File: config.mk
export PLATFORM = sky130hd
export DESIGN_NAME = motor_ramp_pwm_flat
export DESIGN_NICKNAME = d
export VERILOG_FILES = /design/src/rtl/motor_ramp_pwm_if.sv /design/src/rtl/motor_ramp_pwm.sv /design/src/flat_wrapper.sv
export SDC_FILE = /design/constraint.sdc
export NUM_CORES = 1
export LEC_CHECK = 0
export BUFFER_PORTS_ARGS = -buffer_cell sky130_fd_sc_hd__buf_2
export CORE_MARGIN = 2
export CORE_UTILIZATION = 45
export CTS_CLUSTER_DIAMETER = 50
export DETAILED_ROUTE_END_ITERATION = 8
export PLACE_DENSITY = 0.62
export SLEW_MARGIN = 15
export SYNTH_ARGS = -nofsm -noshare
export SYNTH_HDL_FRONTEND = slang
export SYNTH_SLANG_ARGS = --single-unit
File: constraint.sdc
create_clock -name clk -period 13 [get_ports clk]
set_clock_uncertainty 0.1 [all_clocks]
set_input_delay 1.3 -clock clk [delete_from_list [all_inputs] [get_ports clk]]
set_output_delay 1.3 -clock clk [all_outputs]
set_load 0.01 [all_outputs]
File: src/rtl/motor_ramp_pwm_if.sv
// Target handshake bundle for motor_ramp_pwm (decoder side = master).
// MOTOR_DIR_EN adds a per-channel direction bit captured alongside the duty.
interface motor_ramp_pwm_if #(
  parameter int N_CH   = 2,
  parameter int DUTY_W = 10
);
  logic [N_CH*DUTY_W-1:0] target_duty;
  logic                   target_valid;
  logic                   target_ready;
`ifdef MOTOR_DIR_EN
  logic [N_CH-1:0]        target_dir;

  modport master (output target_duty, target_valid, target_dir, input target_ready);
  modport slave  (input target_duty, target_valid, target_dir, output target_ready);
`else
  modport master (output target_duty, target_valid, input target_ready);
  modport slave  (input target_duty, target_valid, output target_ready);
`endif
endinterface

File: src/rtl/motor_ramp_pwm.sv
// N-channel PWM with slew-limited duty ramping; duty/threshold only move at period boundaries.
// Optional MOTOR_DIR_EN: per-channel direction with ramp-down / hold / flip reversal.
module motor_ramp_pwm #(
  parameter int N_CH   = 2,
  parameter int DUTY_W = 10,
  parameter int PERIOD = 4000,
  parameter int STEP   = 64
) (
  input  logic                   clk,
  input  logic                   rst_n,
  motor_ramp_pwm_if.slave        tgt_if,
  input  logic                   brake_i,
  output logic [N_CH-1:0]        pwm_o,
  output logic [N_CH*DUTY_W-1:0] cur_duty_o,
  output logic                   ramp_busy_o
`ifdef MOTOR_DIR_EN
  , output logic [N_CH-1:0]      dir_o
`endif
);
  localparam int CW  = (PERIOD > 1) ? $clog2(PERIOD) : 1;
  localparam int TW  = DUTY_W + CW;
  localparam int DW1 = DUTY_W + 1;
  localparam logic [DW1-1:0] STEP_W = DW1'(STEP);

  typedef logic [DUTY_W-1:0] duty_t;

  // Only steps by STEP when the gap exceeds STEP, so the result never leaves range.
  function automatic duty_t step_to(duty_t c, duty_t g);
    logic [DW1-1:0] c1, g1;
    c1 = {1'b0, c};
    g1 = {1'b0, g};
    if (g1 >= c1) step_to = ((g1 - c1) <= STEP_W) ? g : duty_t'(c1 + STEP_W);
    else          step_to = ((c1 - g1) <= STEP_W) ? g : duty_t'(c1 - STEP_W);
  endfunction

  logic [CW-1:0]               cnt_q, cnt_d;
  logic                        rdy_q, rdy_d, busy_q, busy_d;
  logic                        bnd, acc, load;
  logic [N_CH-1:0][DUTY_W-1:0] pend_q, pend_d, cur_pk;
  logic [N_CH-1:0]             pwm_pk, ch_busy;
`ifdef MOTOR_DIR_EN
  logic [N_CH-1:0]             pdir_q, pdir_d, dir_pk;
`endif

  assign bnd  = (cnt_q == CW'(PERIOD - 1));
  assign acc  = tgt_if.target_valid && rdy_q && !brake_i;
  // ready low <=> a pending value is waiting for the boundary
  assign load = bnd && !rdy_q && !brake_i;

  always_comb begin
    cnt_d  = bnd ? '0 : cnt_q + CW'(1);
    rdy_d  = rdy_q;
    pend_d = pend_q;
    busy_d = |ch_busy;
`ifdef MOTOR_DIR_EN
    pdir_d = pdir_q;
`endif
    if (brake_i) begin
      rdy_d  = 1'b1;
      pend_d = '0;
`ifdef MOTOR_DIR_EN
      pdir_d = '0;
`endif
    end else begin
      if (bnd) rdy_d = 1'b1;
      if (acc) begin
        rdy_d  = 1'b0;
        pend_d = tgt_if.target_duty;
`ifdef MOTOR_DIR_EN
        pdir_d = tgt_if.target_dir;
`endif
      end
    end
  end

  always_ff @(posedge clk or negedge rst_n) begin
    if (!rst_n) begin
      cnt_q  <= '0;
      rdy_q  <= 1'b1;
      busy_q <= 1'b0;
      pend_q <= '0;
`ifdef MOTOR_DIR_EN
      pdir_q <= '0;
`endif
    end else begin
      cnt_q  <= cnt_d;
      rdy_q  <= rdy_d;
      busy_q <= busy_d;
      pend_q <= pend_d;
`ifdef MOTOR_DIR_EN
      pdir_q <= pdir_d;
`endif
    end
  end

  for (genvar i = 0; i < N_CH; i++) begin : g_ch
    duty_t         tgt_q, tgt_d, cur_q, cur_d, goal;
    logic [TW-1:0] thr_q, thr_d, prod;
    logic          pwm_q, pwm_d;
`ifdef MOTOR_DIR_EN
    logic          tdir_q, tdir_d, dir_q, dir_d, hold_q, hold_d;
`endif

    always_comb begin
      tgt_d = load ? pend_q[i] : tgt_q;
      goal  = tgt_d;
      cur_d = cur_q;
`ifdef MOTOR_DIR_EN
      tdir_d = load ? pdir_q[i] : tdir_q;
      dir_d  = dir_q;
      hold_d = hold_q;
      // Reversal: head for 0, sit there one full period, flip and ramp out.
      if (bnd) begin
        if (tdir_d == dir_q) hold_d = 1'b0;
        else if (hold_q) begin
          dir_d  = tdir_d;
          hold_d = 1'b0;
        end else goal = '0;
      end
`endif
      if (bnd) cur_d = step_to(cur_q, goal);
`ifdef MOTOR_DIR_EN
      if (bnd && (tdir_d != dir_q) && !hold_q) hold_d = (cur_d == '0);
`endif
      prod  = TW'(cur_d) * TW'(PERIOD);
      thr_d = bnd ? (prod >> DUTY_W) : thr_q;
      pwm_d = (TW'(cnt_q) < thr_q);
      if (brake_i) begin
        tgt_d = '0;
        cur_d = '0;
        thr_d = '0;
        pwm_d = 1'b0;
`ifdef MOTOR_DIR_EN
        tdir_d = dir_q;
        dir_d  = dir_q;
        hold_d = 1'b0;
`endif
      end
    end

`ifdef MOTOR_DIR_EN
    assign ch_busy[i] = (cur_d != tgt_d) || (tdir_d != dir_d);
    assign dir_pk[i]  = dir_q;
`else
    assign ch_busy[i] = (cur_d != tgt_d);
`endif
    assign cur_pk[i] = cur_q;
    assign pwm_pk[i] = pwm_q;

    always_ff @(posedge clk or negedge rst_n) begin
      if (!rst_n) begin
        tgt_q <= '0;
        cur_q <= '0;
        thr_q <= '0;
        pwm_q <= 1'b0;
`ifdef MOTOR_DIR_EN
        tdir_q <= 1'b0;
        dir_q  <= 1'b0;
        hold_q <= 1'b0;
`endif
      end else begin
        tgt_q <= tgt_d;
        cur_q <= cur_d;
        thr_q <= thr_d;
        pwm_q <= pwm_d;
`ifdef MOTOR_DIR_EN
        tdir_q <= tdir_d;
        dir_q  <= dir_d;
        hold_q <= hold_d;
`endif
      end
    end
  end

  assign tgt_if.target_ready = rdy_q;
  assign pwm_o               = pwm_pk;
  assign cur_duty_o          = cur_pk;
  assign ramp_busy_o         = busy_q;
`ifdef MOTOR_DIR_EN
  assign dir_o               = dir_pk;
`endif
endmodule

File: src/flat_wrapper.sv
// flat-port wrapper written by rule: the top's interface ports become plain ports
module motor_ramp_pwm_flat 
#(
  parameter int N_CH   = 2,
  parameter int DUTY_W = 10,
  parameter int PERIOD = 4000,
  parameter int STEP   = 64
)
  (clk, rst_n, brake_i, pwm_o, cur_duty_o, ramp_busy_o, tgt_if_target_duty, tgt_if_target_valid, tgt_if_target_ready);
  motor_ramp_pwm_if #(.N_CH(N_CH), .DUTY_W(DUTY_W)) tgt_if_i ();
  input  logic clk;
  input  logic rst_n;
  input  logic brake_i;
  output logic [N_CH-1:0] pwm_o;
  output logic [N_CH*DUTY_W-1:0] cur_duty_o;
  output logic ramp_busy_o;
  input wire logic [$bits(tgt_if_i.target_duty)-1:0] tgt_if_target_duty;
  input wire logic [$bits(tgt_if_i.target_valid)-1:0] tgt_if_target_valid;
  output wire logic [$bits(tgt_if_i.target_ready)-1:0] tgt_if_target_ready;
  assign tgt_if_i.target_duty = tgt_if_target_duty;
  assign tgt_if_i.target_valid = tgt_if_target_valid;
  assign tgt_if_target_ready = tgt_if_i.target_ready;
  motor_ramp_pwm #(.N_CH(N_CH), .DUTY_W(DUTY_W), .PERIOD(PERIOD), .STEP(STEP)) u_core (.clk(clk), .rst_n(rst_n), .tgt_if(tgt_if_i), .brake_i(brake_i), .pwm_o(pwm_o), .cur_duty_o(cur_duty_o), .ramp_busy_o(ramp_busy_o));
endmodule
After elaboration in Yosys (flattened, before gate mapping):

Cells that the tools add are included.

* register bits: 120
* input bits: 24
* output and inout bits: 24

* add/subtract/negate cells: 9
* multiply operators: 2
* order comparisons: 8
* eq/ne operators: 3
* muxes and demuxes: 26
* reductions and logical operators: 10

Operators by type and width (count)
* $mux 10: 14
* $mux 22: 4
* $le 11x7->1 const B: 4
* $lt 12x22->1: 2
* $sub 10x10->11: 4
* $mux 20: 2
* $mul 10x7->17 const B: 2
* $add 10x7->10 const B: 2
* $ge 10x10->1: 2
* $ne 10x10->1: 2
* $sub 10x7->10 const B: 2
* $add 12x1->12 const B: 1
* $eq 12x12->1 const B: 1
* $mux 12: 1
* $mux 1: 5
* $logic_and 1x1->1: 4
* $reduce_bool 2->1: 2
* $reduce_bool 3->1: 1
* $logic_not 1->1: 2
* $reduce_or 2->1: 1

Logic depth before layout (Yosys ltp):

* depth after elaboration: 12
* mapped depth: 40

Worst setup path after synthesis:

OpenSTA, ideal clock, no wires.

* kind: input -> register
* start: in brake_i
* end: reg u_core.g_ch[0].thr_q[11]
* library setup time: 0.095 ns
* arrival: 9.420 ns
* required time: 12.805 ns
* path slack: 3.384 ns
* stages: 34
* path buffers: 4
* cells stage by stage: nor2_1 > nand3_1 > buf_1 > clkbuf_1 > mux2_2 > ha_1 > clkbuf_1 > xor2_1 > or4_1 > a2111oi_0 > o21a_1 > nand3_1 > a21oi_1 > clkbuf_1 > o21ai_0 > fa_1 > inv_1 > fa_1 > fa_1 > fa_1 > inv_1 > ha_1 > nor2_1 > nor2_1 > o21a_1 > nor2b_1 > o21ai_0 > nand2b_1 > a21oi_1 > o31ai_1 > a211o_1 > a21oi_1 > xnor2_1 > o31ai_1

* word-level cells in the longest chain between the ends: 11
* elaborated cells on any way between the ends: 16

Ends and longest elaborated chain
* start: declaration: RTL line flat_wrapper.sv:13 `input logic brake_i;`
* $logic_not 1->1: RTL line motor_ramp_pwm.sv:48 `assign load = bnd && !rdy_q && !brake_i;`
* $logic_and 1x1->1: RTL line motor_ramp_pwm.sv:48
* $mux 10: RTL line motor_ramp_pwm.sv:105 `tgt_d = load ? pend_q[i] : tgt_q;`
* $sub 10x10->11, on equally long branches: RTL line motor_ramp_pwm.sv:33, motor_ramp_pwm.sv:32
* $le 11x7->1, on equally long branches: RTL line motor_ramp_pwm.sv:33, motor_ramp_pwm.sv:32
* $mux 10, on equally long branches: RTL line motor_ramp_pwm.sv:33, motor_ramp_pwm.sv:32
* $mux 10: RTL line motor_ramp_pwm.sv:32 `if (g1 >= c1) step_to = ((g1 - c1) <= STEP_W) ? g : duty_t'(c1 + STEP_W);`
* $mux 10: RTL line motor_ramp_pwm.sv:121 `if (bnd) cur_d = step_to(cur_q, goal);`
* $mul 10x7->17: RTL line motor_ramp_pwm.sv:125 `prod = TW'(cur_d) * TW'(PERIOD);`
* $mux 22: RTL line motor_ramp_pwm.sv:126 `thr_d = bnd ? (prod >> DUTY_W) : thr_q;`
* $mux 22: RTL line motor_ramp_pwm.sv:128 `if (brake_i) begin`
* end signal: assignment: RTL line motor_ramp_pwm.sv:164 `thr_q <= thr_d;`
* end: declaration: RTL line motor_ramp_pwm.sv:98 `logic [TW-1:0] thr_q, thr_d, prod;`

Parallel ways exist; a longest one is shown, timed or not. The select of a mux whose other input is x is not followed.
A chain may end at the register's enable or synchronous reset.

Worst setup path in the final report:

* start: reg u_core.cnt_q[0]
* end: reg u_core.g_ch[0].thr_q[11]

* word-level cells in the longest chain between the ends: 12
* elaborated cells on any way between the ends: 17

Ends and longest elaborated chain
* start: declaration: RTL line motor_ramp_pwm.sv:36 `logic [CW-1:0] cnt_q, cnt_d;`
* start signal: assignment: RTL line motor_ramp_pwm.sv:86 `cnt_q <= cnt_d;`
* $eq 12x12->1 *: RTL line motor_ramp_pwm.sv:45 `assign bnd = (cnt_q == CW'(PERIOD - 1));`
* $logic_and 1x1->1 (2 in series): RTL line motor_ramp_pwm.sv:48
* $mux 10: RTL line motor_ramp_pwm.sv:105
* $sub 10x10->11, on equally long branches: RTL line motor_ramp_pwm.sv:33, motor_ramp_pwm.sv:32
* $le 11x7->1, on equally long branches: RTL line motor_ramp_pwm.sv:33, motor_ramp_pwm.sv:32
* $mux 10, on equally long branches: RTL line motor_ramp_pwm.sv:33, motor_ramp_pwm.sv:32
* $mux 10: RTL line motor_ramp_pwm.sv:32
* $mux 10: RTL line motor_ramp_pwm.sv:121
* $mul 10x7->17: RTL line motor_ramp_pwm.sv:125
* $mux 22: RTL line motor_ramp_pwm.sv:126
* $mux 22: RTL line motor_ramp_pwm.sv:128

Every way passes the cells marked *; elsewhere a longest branch is shown, timed or not. The select of a mux whose other input is x is not followed.

==> qor.csv <==
stage;metric;value;unit
critical_path;CP max-delay cell;a21oi_1;
cells_and_area;antenna cell count;0;
synth;Yosys reg bits;100;
cells_and_area;Sequential Area;0.00250;sq mm
synth;synth unique cells;81;
clock_network;post-CTS resize count;0;
timing;relative slew slack;29.7;%
power_and_ir_drop;Pwr Density;54.3;mW/mm^2
power_and_ir_drop;Logic pwr share;3.7;%
placed_design;Detail Placement HPWL;18.7;mm
timing;hold slack;0.392;ns
synth;Synth Instances;1175;
synth;top cell type's share of synthesized area;23.6;%
critical_path;Reg2Reg Setup Slack;2.52;ns
critical_path;crit-path max cell delay;0.84;ns
power_and_ir_drop;Switching Power;145;uW
floorplan;die area;0.0245;sq mm
synth;Yosys top cell by area;dfrtp_1;
critical_path;Critical Path AT;10.58;ns
detailed_routing;DRT antenna net count;0;
clock_network;CTS H-tree depth;3;
timing;Least-Margin Pin Slew;1.05;ns
floorplan;I/O Pins;48;
critical_path;Setup crit end;u_core.g_ch[0].thr_q[11];
clock_network;clock-pin slew on the worst setup and hold paths;0.07;ns
grt;global-route wire length before repair;41.0;mm
synth;register area share after synthesis;23.9;%
floorplan;initial core utilization;46.0;%
cells_and_area;area occupied by multi-input gates;0.00713;sq mm
floorplan;DIE WIDTH;157;um
floorplan;Die H;157;um
detailed_routing;post-route DRC violation count;0;
critical_path;Critical Setup Path Class;flop to flop;
detailed_routing;DR WL/cell;15.8;um
timing;max-slew violations;0;
timing;RSZ-0062 raised after global routing;false;
clock_network;CTS Root Cell;clkbuf_16;
clock_network;Sink Count;100;
critical_path;Required @ worst endpoint;13.10;ns
detailed_routing;Pre-antenna DRT Iters;5;
worst_hold_path;Hold WC Path Type;flop to flop;
run;Max Cap Viol;0;
critical_path;crit-path max FO;15;
critical_path;CP endpoint kind;flop;
synth;most common cell in the netlist;inv_1;
power_and_ir_drop;internal power;470;uW
clock_network;TritonCTS clock tree;yes;
cells_and_area;share of cells above drive strength 1;8.66;%
placed_design;Placer Congestion;0.913;
grt;all-layer global routing usage;20.7;%
timing;period utilization;80.6;%
timing;post-layout min period;10.48;ns
synth;Top FF cell, synth;dfrtp_1;
grt;GRT overflow;0;
critical_path;RR Endpoint;u_core.g_ch[0].thr_q[11];
clock_network;clock latency at the later pin of the worst-skew pair;0.36;ns
cells_and_area;fin nets;1436;
critical_path;crit path launch;u_core.cnt_q[0];
detailed_routing;Iter 0 DRT Violations;442;
cells_and_area;layout filler cell count;2203;
synth;synthesized cell area;0.0105;sq mm
synth;YS warnings;0;
timing;fmax;0.0954;GHz
synth;Syn Nets;1402;
power_and_ir_drop;sequential power share;51.9;%
detailed_routing;DR vias/cell;5.33;
synth;mean post-synth cell area;8.92;sq um
grt;largest net degree at the start of global routing;77;
timing;Setup TNS;0;ns
floorplan;CORE AREA;0.0228;sq mm
critical_path;CP startpoint kind;flop;
clock_network;post-CTS setup buffers;0;
synth;Area contributors post-synth;dfrtp_1 (24%), ha_1 (18%), fa_1 (11%);
power_and_ir_drop;maximum vdd drop;0.0568;mV
floorplan;row count;55;
clock_network;maximum root-to-sink buffer count;2;
detailed_routing;final wirelength;24.1;mm
power_and_ir_drop;clock network power share;44.4;%
power_and_ir_drop;LEAKAGE;5.82;nW
clock_network;total CTS buffers;9;
timing;Final setup viols;0;
critical_path;reg2reg path depth;33;
critical_path;reg-to-reg critical path startpoint;u_core.cnt_q[0];
cells_and_area;Synth-to-Final Area Change;8.09;%
grt;vias in the first global route;8032;
detailed_routing;via count;8125;
clock_network;Hold Buf Count CTS;0;
grt;initial antenna violation count;0;
synth;number of synthesized flops with an enable pin;0;
power_and_ir_drop;Sw Share;23.5;%
synth;Commonest cells post-synth;inv_1 (177), ha_1 (147), dfrtp_1 (99);
synth;Async SR Flop Fraction;100;%
placed_design;# port buffers;47;
run_status;status;finished clean;
timing;Final Hold Violating Endpoints;0;
## cell families (layout without fill, tap and decap cells)
family / count (synthesis) / after routing / synth area share (%)
muxes: 33 / 33 / 3.32
adders and majority gates: 203 / 203 / 28.2
buffers and inverters: 217 / 254 / 8.08
and+or+nand+nor: 294 / 294 / 13.8
xor gates and xnor gates: 72 / 72 / 6.02
DFF: 100 / 100 / 23.9
AOI/OAI and AO/OA: 256 / 256 / 16.6
## how the worst min path moves through the flow
stage,to,slack [ns],depth (start not counted),from
global route,u_core.pend_q[19],0.44,1,u_core.pend_q[19]
global placement,u_core.g_ch[1].thr_q[8],0.36,2,u_core.g_ch[1].thr_q[8]
CTS,u_core.g_ch[0].thr_q[11],0.40,2,u_core.g_ch[0].thr_q[11]
floorplan,u_core.g_ch[1].thr_q[8],0.35,2,u_core.g_ch[1].thr_q[8]
detailed placement,u_core.g_ch[0].thr_q[11],0.39,2,u_core.g_ch[0].thr_q[11]
finish,u_core.g_ch[1].thr_q[8],0.39,2,u_core.g_ch[1].thr_q[8]
## power by group through the flow
stage | clock (mW) | combinational (mW) | sequential (mW)
floorplan | 0 | 0.00934 | 0.323
global placement | 0 | 0.0235 | 0.325
detailed placement | 0 | 0.0236 | 0.325
CTS | 0.279 | 0.0236 | 0.319
global route | 0.291 | 0.0258 | 0.319
finish | 0.273 | 0.0228 | 0.319
## worst max-delay path, delay by kind of cell (launching register included)
family          cells  cell delay (ns)
simple gates        9             2.09
buf+inv             3             0.23
xor+xnor            1             0.14
flops               1             0.45
mux                 1             0.62
fa+ha+maj           7             3.11
compound gates     12             3.57
## cell usage in the layout, fill, tap and decap left out, drive strengths merged, types with 16 or more instances in the layout
cell type	Yosys	final
a22o	23	23
xor2	29	29
a211oi	16	16
fa	56	56
xnor2	43	43
a21o	23	23
mux2i	19	19
nor2	87	87
o21ai	48	48
dfrtp	99	99
nor3	21	21
inv	177	177
buf	10	63
a21oi	67	67
nor2b	20	20
ha	147	147
nand3	23	23
nand2	74	74
## per-layer routing
layer | up-vias | wire [um] | share of wire (%) | GRT usage, %
met5 | - | 0 | 0 | 0
met4 | 0 | 285 | 1.2 | 3.58
met3 | 15 | 1000 | 4.2 | 3.07
met2 | 180 | 11300 | 47 | 34.8
met1 | 3873 | 11500 | 48 | 28.6
li1 | 4057 | - | - | -
## flip-flops by register name, summed over array words and instances, names as in the netlist
| signal | flops |
|---|---|
| u_core.cnt_q | 12 |
| u_core.g_ch.tgt_q | 20 |
| u_core.g_ch.cur_q | 20 |
| u_core.tgt_if.target_ready | 1 |
| u_core.g_ch.thr_q | 24 |
| u_core.ramp_busy_o | 1 |
| u_core.g_ch.pwm_q | 2 |
| u_core.pend_q | 20 |
## through the flow
step	setup slack, ns	area [sq um]	utilization, %	std cells	power (mW)
finish	2.52	11300	49.7	1525	0.615
global route	1.56	11300	49.7	1525	0.636
CTS	2.46	11300	49.7	1525	0.621
detailed placement	2.20	11000	48.5	1511	0.348
global placement	2.26	11000	48.5	1511	0.348
floorplan	3.38	10500	-	1175	0.333
## final cells by class
cell class	instances	share of cell area, %
Multi-Input combinational cell	858	62.9
Sequential cell	100	22.1
Inverter	177	5.86
Tap cell	313	3.46
Timing Repair Buffer	63	3.16
Clock buffer	10	2.02
Clock inverter	4	0.464
No activity file was read; power rests on OpenSTA's default activity.
